**config.mk**
```make
export PLATFORM = sky130hd
export DESIGN_NAME = gate_array_pipe
export DESIGN_NICKNAME = d
export VERILOG_FILES = /design/src/rtl/gate_array_pipe.sv
export SDC_FILE = /design/constraint.sdc
export NUM_CORES = 1
export LEC_CHECK = 0
export ABC_AREA = 1
export CORE_ASPECT_RATIO = 1.25
export CORE_UTILIZATION = 45
export CTS_CLUSTER_DIAMETER = 80
export DETAILED_ROUTE_END_ITERATION = 16
export PLACE_DENSITY = 0.67
export SLEW_MARGIN = 20
export SYNTH_ARGS = -nofsm -noshare
export SYNTH_HDL_FRONTEND = slang
export SYNTH_SLANG_ARGS = --single-unit
```
**constraint.sdc**
```tcl
create_clock -name clk -period 2.3 [get_ports clk]
set_clock_uncertainty 0.15 [all_clocks]
set_input_delay 0.46 -clock clk [delete_from_list [all_inputs] [get_ports clk]]
set_output_delay 0.46 -clock clk [all_outputs]
set_load 0.05 [all_outputs]
```
**src/rtl/gate_array_pipe.sv**
```systemverilog
// rtl/gate_array_pipe.sv - bitwise gate array with a 2-entry registered result FIFO
//
// Ports:
//   clk, rst_n            single clock, synchronous active-low reset
//   in_valid / in_ready   operation handshake (a, b, op)
//   a, b [WIDTH-1:0]      operands
//   op [2:0]              0 AND, 1 OR, 2 NAND, 3 NOR, 4 XOR, 5 XNOR, 6 NOT a, 7 illegal
//   out_valid / out_ready result handshake (y, y_red, err)
//   y [WIDTH-1:0]         bitwise result at the FIFO head
//   y_red                 parity of y
//   err                   head entry came from op=7
//   op_count [CNTW-1:0]   accepted-operation counter, wraps
module gate_array_pipe #(
  parameter int WIDTH = 8,
  parameter int CNTW  = 16
) (
  input  logic             clk,
  input  logic             rst_n,
  input  logic             in_valid,
  output logic             in_ready,
  input  logic [WIDTH-1:0] a,
  input  logic [WIDTH-1:0] b,
  input  logic [2:0]       op,
  output logic             out_valid,
  input  logic             out_ready,
  output logic [WIDTH-1:0] y,
  output logic             y_red,
  output logic             err,
  output logic [CNTW-1:0]  op_count
);

  // Entry layout: {y, y_red, err}
  localparam int EW = WIDTH + 2;

  logic [EW-1:0]    head_q, head_d;
  logic [EW-1:0]    tail_q, tail_d;
  logic [1:0]       count_q, count_d;
  logic [CNTW-1:0]  op_count_q, op_count_d;

  logic [WIDTH-1:0] res;
  logic             res_err;
  logic [EW-1:0]    new_entry;
  logic             accept;
  logic             produce;

  always_comb begin
    res     = '0;
    res_err = 1'b0;
    case (op)
      3'd0:    res = a & b;
      3'd1:    res = a | b;
      3'd2:    res = ~(a & b);
      3'd3:    res = ~(a | b);
      3'd4:    res = a ^ b;
      3'd5:    res = ~(a ^ b);
      3'd6:    res = ~a;
      default: begin
        res     = '0;
        res_err = 1'b1;
      end
    endcase
    new_entry = {res, ^res, res_err};
  end

  // Ready/valid come straight from the occupancy register, so neither
  // side of the handshake depends combinationally on the other.
  assign in_ready  = (count_q < 2'd2);
  assign out_valid = (count_q != 2'd0);
  assign accept    = in_valid & in_ready;
  assign produce   = out_valid & out_ready;

  always_comb begin
    head_d     = head_q;
    tail_d     = tail_q;
    count_d    = count_q;
    op_count_d = op_count_q;

    if (accept) begin
      op_count_d = op_count_q + 1'b1;
    end

    case (count_q)
      2'd0: begin
        if (accept) begin
          head_d  = new_entry;
          count_d = 2'd1;
        end
      end
      2'd1: begin
        if (accept && produce) begin
          // Head departs; the new entry becomes the head directly.
          head_d = new_entry;
        end else if (accept) begin
          tail_d  = new_entry;
          count_d = 2'd2;
        end else if (produce) begin
          count_d = 2'd0;
        end
      end
      default: begin
        // Full: in_ready is low, so only a produce can happen.
        if (produce) begin
          head_d  = tail_q;
          count_d = 2'd1;
        end
      end
    endcase
  end

  always_ff @(posedge clk) begin
    if (!rst_n) begin
      head_q     <= '0;
      tail_q     <= '0;
      count_q    <= 2'd0;
      op_count_q <= '0;
    end else begin
      head_q     <= head_d;
      tail_q     <= tail_d;
      count_q    <= count_d;
      op_count_q <= op_count_d;
    end
  end

  assign y        = head_q[EW-1:2];
  assign y_red    = head_q[1];
  assign err      = head_q[0];
  assign op_count = op_count_q;

endmodule

```
==> out/results.ini, run 1 <==
[run_status]
status = completed

[die]
dieArea_mm2 = 0.006470
die_y_um = 89.68
die_w_um = 72.15
fp-row-count = 31
initial_core_util_pct = 47.25
ios = 51
core-area_mm2 = 0.005857

[sta]
worstMarginPinSlew_ns = 0.5222
fin_tns_setup_ns = 0
hold_violations = 0
drv_slew = 0
slew_headroom_pct = 65.08
period_share_pct = 96.56
setup_slack_ns = 0.07915
min_period_ns = 2.221
max_freq_mhz = 450.3
setup_viol = 0

[synthesis]
yosys-top-cells-count = 103 x nand2_1, 68 x nor2_1, 56 x inv_1
synth_top_area_cell = dfxtp_1
mappedNetlistArea_mm2 = 0.002768
syn-instance-count = 451
synth-async-reset-ratio_pct = 0
yosysMostFrequentCell = nand2_1
yosys-top-cells-area = dfxtp_1 27%, nand2_1 14%, nor2_1 9.2%
synth_edf_count = 0
syn-num-nets = 491
synth_cell_types = 29
ys.flop_type = dfxtp_1
ys_ff_latch = 38
yosys.area.top_type_share_pct = 27.49
yosysWarnings = 0
yosysSeqAreaShare_pct = 27.49
syn_area_per_cell_um2 = 6.137

[grt]
grt_first_pass_wirelength_um = 11510
antenna_found_initial = 0
grt_usage_pct = 21.91
grt_max_degree = 27
grt_use_met2_pct = 40.87
met3_usage_pct = 2.121
grt.overflow.total = 0
grt_pass1_vias = 2709
grt.met1_usage_pct = 25.44
grt.busiest_layer = met2

[cts]
clk_path_buf_depth = 2
cts_made_buffers = 5
cts_max_level = 2
hold_buffers = 0
cts.clk_slew.worst_paths_ns = 0.07
root_buffer = clkbuf_8
tritoncts = done
clock_latency_ns = 0.28
clkSinkCount = 38

[power_and_ir_drop]
power.leakage_uw = 0.001958
switching_share_pct = 33.41
ir_worst_vdd_mv = 0.2333
p_sw_uw = 607.7
power_frac_comb_pct = 35.8
internal-power_uw = 1211
power_density_mw_per_mm2 = 447.5
p_total_uw = 1819
pwr-share-seq_pct = 38.6
pwr-share-clk_pct = 25.6

[cells_and_area]
utilization_pct = 69.39
drive_gt1_share_pct = 22.83
antenna_cells = 0
synthToLayoutAreaGrowth_pct = 46.84
finalNetCount = 591

[detailed_routing]
first_pass_iters = 4
drc_errors = 0
drt-total-wl_um = 7184
vias = 3166
drtIter0Drc = 100
wire_per_inst_um = 11.33
ant_nets = 0
viasPerCell = 4.994

[critical_path]
cp.arrival_ns = 2.24
crit_path_end_kind = flip-flop
start_kind = input port
critPathMaxFanout = 3
criticalPathCategory = in2reg
crit_required_ns = 2.31

[placed_design]
gp_congestion = 0.9050
dp_hpwl_um = 5400
io_buffer_count = 50
pre_cts_ws_ns = -0.5328

[flow_run]
max_cap_violations = 0

[hold_path]
min_path_type = reg2reg

## kinds of logic after synthesis
logic type / count (synthesis) / share of synthesized area, %
AOI/OAI and AO/OA: 68 / 12.52
adders and majority gates: 17 / 7.685
buffers and inverters: 78 / 11.71
DFF: 38 / 27.49
and+or+nand+nor: 250 / 40.60
## path summary, 6_finish.rpt
check | startpoint | end | slack [ns] | cells past startpoint
max | a[6] | head_q[1]$_SDFFE_PN0P_ | 0.08 | 17
min reg2reg | op_count[15]$_SDFFE_PN0P_ | op_count[15]$_SDFFE_PN0P_ | 0.32 | 2
min | op_count[15]$_SDFFE_PN0P_ | op_count[15]$_SDFFE_PN0P_ | 0.32 | 2
max reg2reg | op_count[0]$_SDFFE_PN0P_ | op_count[14]$_SDFFE_PN0P_ | 0.28 | 12
## power groups by stage
stage	logic (uW)	clock network (uW)	registers, uW
floorplan	279	0	792
global placement	580	0	716
detailed placement	586	0	717
CTS	590	483	702
global route	720	501	706
finish	651	466	702
## stage by stage
| stage | hold WS (ns) | cells | area (um^2) |
|---|---|---|---|
| after floorplan | 0.2913 | 451 | 2770 |
| after global placement | 0.2983 | 618 | 3669 |
| after detailed placement | 0.3096 | 618 | 3669 |
| after CTS | 0.3209 | 626 | 3776 |
| after global routing | 0.3357 | 634 | 4064 |
| final | 0.3152 | 634 | 4064 |
## timing repair
action | CTS | global route
pin swaps | 0 | 23
endpoints found under the setup margin | 2 | 6
buffers inserted | 0 | 8
gates resized for setup | 8 | 52
## area by class of cell
class	instances	area, um^2
well taps	82	102.6
flip-flops and latches	38	763.2
clock buffers	7	86.33
multi-input cells	335	1913
inverters	63	239.0
repair buffers	108	954.7
fillers	532	1793
clock inverters	1	5.005
## metal layers
| metal | wire length [um] | share of wire (%) |
|---|---|---|
| met1 | 3113 | 43 |
| met2 | 3692 | 51 |
| met3 | 227 | 3.2 |
| met4 | 150 | 2.1 |
| met5 | 0 | 0 |
## cells in the final DEF (no fill, tap or decap), drive strengths merged
cell / n
nor2: 72
a21oi: 31
a31oi: 1
dfxtp: 38
nor3: 6
nand3b: 12
dlymetal6s2s: 6
nand3: 44
inv: 62
clkbuf: 7
nand4: 11
nor3b: 1
dlygate4sd2: 3
nand2: 104
o21a: 1
buf: 60
o21ai: 34
ha: 17
clkdlybuf4s50: 39
clkinv: 2
a211oi: 1
## flip-flops by register name, summed over array words and instances, names as in the netlist
register	count
op_count	16
head_q	10
tail_q	10
count_q	2
## critical path: stages
cell             delay [ns]
clkdlybuf4s50_1        0.49
inv_1                  0.07
ha_4                   0.24
nand3_1                0.07
nand2_1                0.07
inv_1                  0.05
nand2_1                0.05
nor2_2                 0.14
nand2_1                0.07
nand2_1                0.08
nand2_1                0.08
nand2_2                0.07
inv_1                  0.04
nand2_1                0.06
nand3_1                0.06
nand2_1                0.06
a21oi_1                0.05
Power figures use the tool's default switching activity.
==> run 2: changes to the inputs <==
--- a/config.mk
+++ b/config.mk
@@ -5,9 +5,8 @@
 export SDC_FILE = /design/constraint.sdc
 export NUM_CORES = 1
 export LEC_CHECK = 0
-export ABC_AREA = 1
 export CORE_ASPECT_RATIO = 1.25
-export CORE_UTILIZATION = 45
+export CORE_UTILIZATION = 44
 export CTS_CLUSTER_DIAMETER = 80
 export DETAILED_ROUTE_END_ITERATION = 16
 export PLACE_DENSITY = 0.67
==> run 2 against run 1 <==
  * Cell count decreased by 27%
  * Global-route usage decreased by 2.7 points
  * Via count decreased by 23%
  * Critical path depth decreased by 7
  * Sequential power increased by 1%
  * Highest routed layer unchanged
  * Die area decreased by 7.5%
  * Final area decreased by 5.3%
  * Clock power decreased by 8.4%
==> out/results.ini, run 2 <==
[cells_and_area]
finalNetCount = 441  ; -25%
drive_gt1_share_pct = 32.67  ; +9.8 points
final_common_cell = buf_4
multi_input_area_mm2 = 0.001876  ; -2.0%
finalNonFillerCells = 465  ; -27%
antenna_cells = 0  ; unchanged
seq_area_um2 = 760.7  ; -0.33%
fillCellCount = 440  ; -17%
synthToLayoutAreaGrowth_pct = 54.06
utilization_pct = 70.69  ; +1.3 points
largest_reg_flops = 16  ; unchanged
final_cell_mix = 51 x buf_4, 42 x nand2_1, 38 x dfxtp_1

[die]
ios = 51  ; unchanged
initial_core_util_pct = 45.89  ; -1.4 points
dieArea_mm2 = 0.005983  ; -7.5%
fp-row-count = 30  ; -3.2%
die_y_um = 86.23  ; -3.8%
die_w_um = 69.39  ; -3.8%
core-area_mm2 = 0.005443  ; -7.1%

[detailed_routing]
drtIter0Drc = 58  ; -42%
first_pass_iters = 4  ; unchanged
wire_per_inst_um = 12.86  ; +13%
drc_errors = 0  ; unchanged
viasPerCell = 5.219  ; +4.5%
drt-total-wl_um = 5978  ; -17%
vias = 2427  ; -23%
ant_nets = 0  ; unchanged

[sta]
drv_slew = 0  ; unchanged
max_freq_mhz = 448.9  ; -0.30%
hold_violations = 0  ; unchanged
period_share_pct = 96.85  ; +0.29 points
fin_hold_ws_ns = 0.3227  ; +0.007446 ns
slew_headroom_pct = 65.72  ; +0.64 points
min_period_ns = 2.228  ; +0.006680 ns
worstMarginPinSlew_ns = 0.5126  ; -0.009622 ns
setup_viol = 0  ; unchanged
setup_slack_ns = 0.07247  ; -0.006680 ns

[placed_design]
gp_congestion = 0.7992  ; -12%
dp_cells = 443  ; -28%
pre_cts_ws_ns = -0.7103  ; -0.1775 ns
io_buffer_count = 50  ; unchanged
dp_hpwl_um = 4051  ; -25%

[critical_path]
cp.arrival_ns = 2.25  ; about the same
start_kind = input port
criticalPathCategory = in2reg
crit_path_end_kind = flip-flop
cpPeakStageDelay_ns = 0.27  ; -0.22 ns
cp_cell_sequence = clkdlybuf4s15_2, inv_1, ha_2, xnor2_1, o221ai_1, nand3_2, xnor2_1, xnor3_1, xnor3_1, o221ai_2
critPathTopFamily = XOR/XNOR gates
slowest_stage = ha_2
critPathMaxFanout = 2  ; -1
reg2reg_slack_ns = 0.48  ; +0.20 ns
critPathBufInv = 2  ; -2
crit_required_ns = 2.32  ; about the same

[cts]
cts_max_level = 2  ; unchanged
clk_path_buf_depth = 2  ; unchanged
cts_made_buffers = 5  ; unchanged
clkSinkCount = 38  ; unchanged
root_buffer = clkbuf_8
cts.clk_slew.worst_paths_ns = 0.07  ; about the same
clock_latency_ns = 0.28  ; about the same
tritoncts = done

[power_and_ir_drop]
ir_worst_vdd_mv = 0.2611  ; +12%
power.leakage_uw = 0.001709  ; -13%
power_density_mw_per_mm2 = 475.3  ; +6.2%

[run_status]
status = completed

[synthesis]
yosysSeqAreaShare_pct = 30.46  ; +3.0 points
syn_area_per_cell_um2 = 8.242  ; +34%
synth_top_area_cell = dfxtp_1
syn-num-nets = 343  ; -30%
ys_ff_latch = 38  ; unchanged
yosysWarnings = 0  ; unchanged
yosys.area.top_type_share_pct = 30.46  ; +3.0 points
ys.flop_type = dfxtp_1
synth-async-reset-ratio_pct = 0  ; unchanged
mappedNetlistArea_mm2 = 0.002497  ; -9.8%
yosys-top-cells-count = 42 x nand2_1, 38 x dfxtp_1, 23 x xnor2_1
yosysMostFrequentCell = nand2_1
yosys-top-cells-area = dfxtp_1 30%, ha_1 8.5%, xnor2_1 8.1%
synth_cell_types = 40  ; +38%
syn-instance-count = 303  ; -33%
synth_edf_count = 0  ; unchanged

[hold_path]
min_path_type = reg2reg

[grt]
antenna_found_initial = 0  ; unchanged
grt_first_pass_wirelength_um = 9542  ; -17%
grt_max_degree = 41  ; +52%
grt_usage_pct = 19.22  ; -2.7 points
grt.overflow.total = 0  ; unchanged
grt_pass1_vias = 2290  ; -15%

[flow_run]
max_cap_violations = 0  ; unchanged

[run 2: cell type report]
cell class	instances	area share (%)
well taps	64	2.081
clock buffers	7	1.984
flip-flops and latches	38	19.77
repair buffers	108	25.27
inverters	20	2.146
multi-input cells	228	48.75
[run 2: power by group]
| part | leakage (uW) | internal [uW] | switching [uW] |
|---|---|---|---|
| sequential | 0.000309 | 690 | 19.2 |
| clock | 0.0000383 | 209 | 218 |
| combinational | 0.00136 | 347 | 345 |
[run 2: cells by family (layout without fill, tap and decap cells)]
group                      Yosys count  after routing  synth area share [%]
buffers and inverters               37            135                 6.312
and+or+nand+nor                    112            112                 22.29
DFF                                 38             38                 30.46
muxes                                9              9                 4.609
AOI/OAI and AO/OA                   61             61                 16.53
xor gates and xnor gates            29             29                 11.27
adders and majority gates           17             17                 8.517
[run 2: repair_timing]
| item | 4_1_cts | 5_1_grt |
|---|---|---|
| resized for setup | 54 | 62 |
| setup buffers | 8 | 8 |
| endpoints found under the setup margin | 5 | 3 |
| hold buffers | 0 | 0 |
| pin swaps | 23 | 23 |
[run 2: layer usage]
layer / part of all wire, % / GRT usage (%) / vias up
met4: 2.9 / 8.163 / 0
met2: 54 / 36.63 / 60
met5: 0 / 0 / -
met1: 40 / 21.10 / 1133
li1: - / - / 1218
met3: 3.1 / 2.791 / 16
[run 2: worst register-to-register path, cell delays in order (launching register included)]
cell and delay [ns]:
dfxtp_1 0.37, buf_4 0.20, nor2_1 0.12, inv_1 0.10, a21oi_1 0.25, buf_4 0.25, o211ai_1 0.13, o211a_1 0.14
[run 2: final timing paths]
path / end / start / cells past startpoint
worst max-delay path: head_q[1]$_SDFFE_PN0P_ / a[5] / 10
worst max register to register: head_q[7]$_SDFFE_PN0P_ / count_q[1]$_SDFFE_PN0P_ / 7
worst min register to register: tail_q[3]$_SDFFE_PN0P_ / tail_q[3]$_SDFFE_PN0P_ / 2
worst min-delay path: tail_q[3]$_SDFFE_PN0P_ / tail_q[3]$_SDFFE_PN0P_ / 2
[run 2: through the flow]
stage / instance area [um^2] / power, uW / TNS, ns
final: 3847 / 1829 / 0
after global routing: 3847 / 1930 / -0.02134
after CTS: 3613 / 1782 / -0.3470
after detailed placement: 3392 / 1312 / -4.491
after global placement: 3392 / 1299 / -3.416
after floorplan: 2552 / 1099 / -0.04704
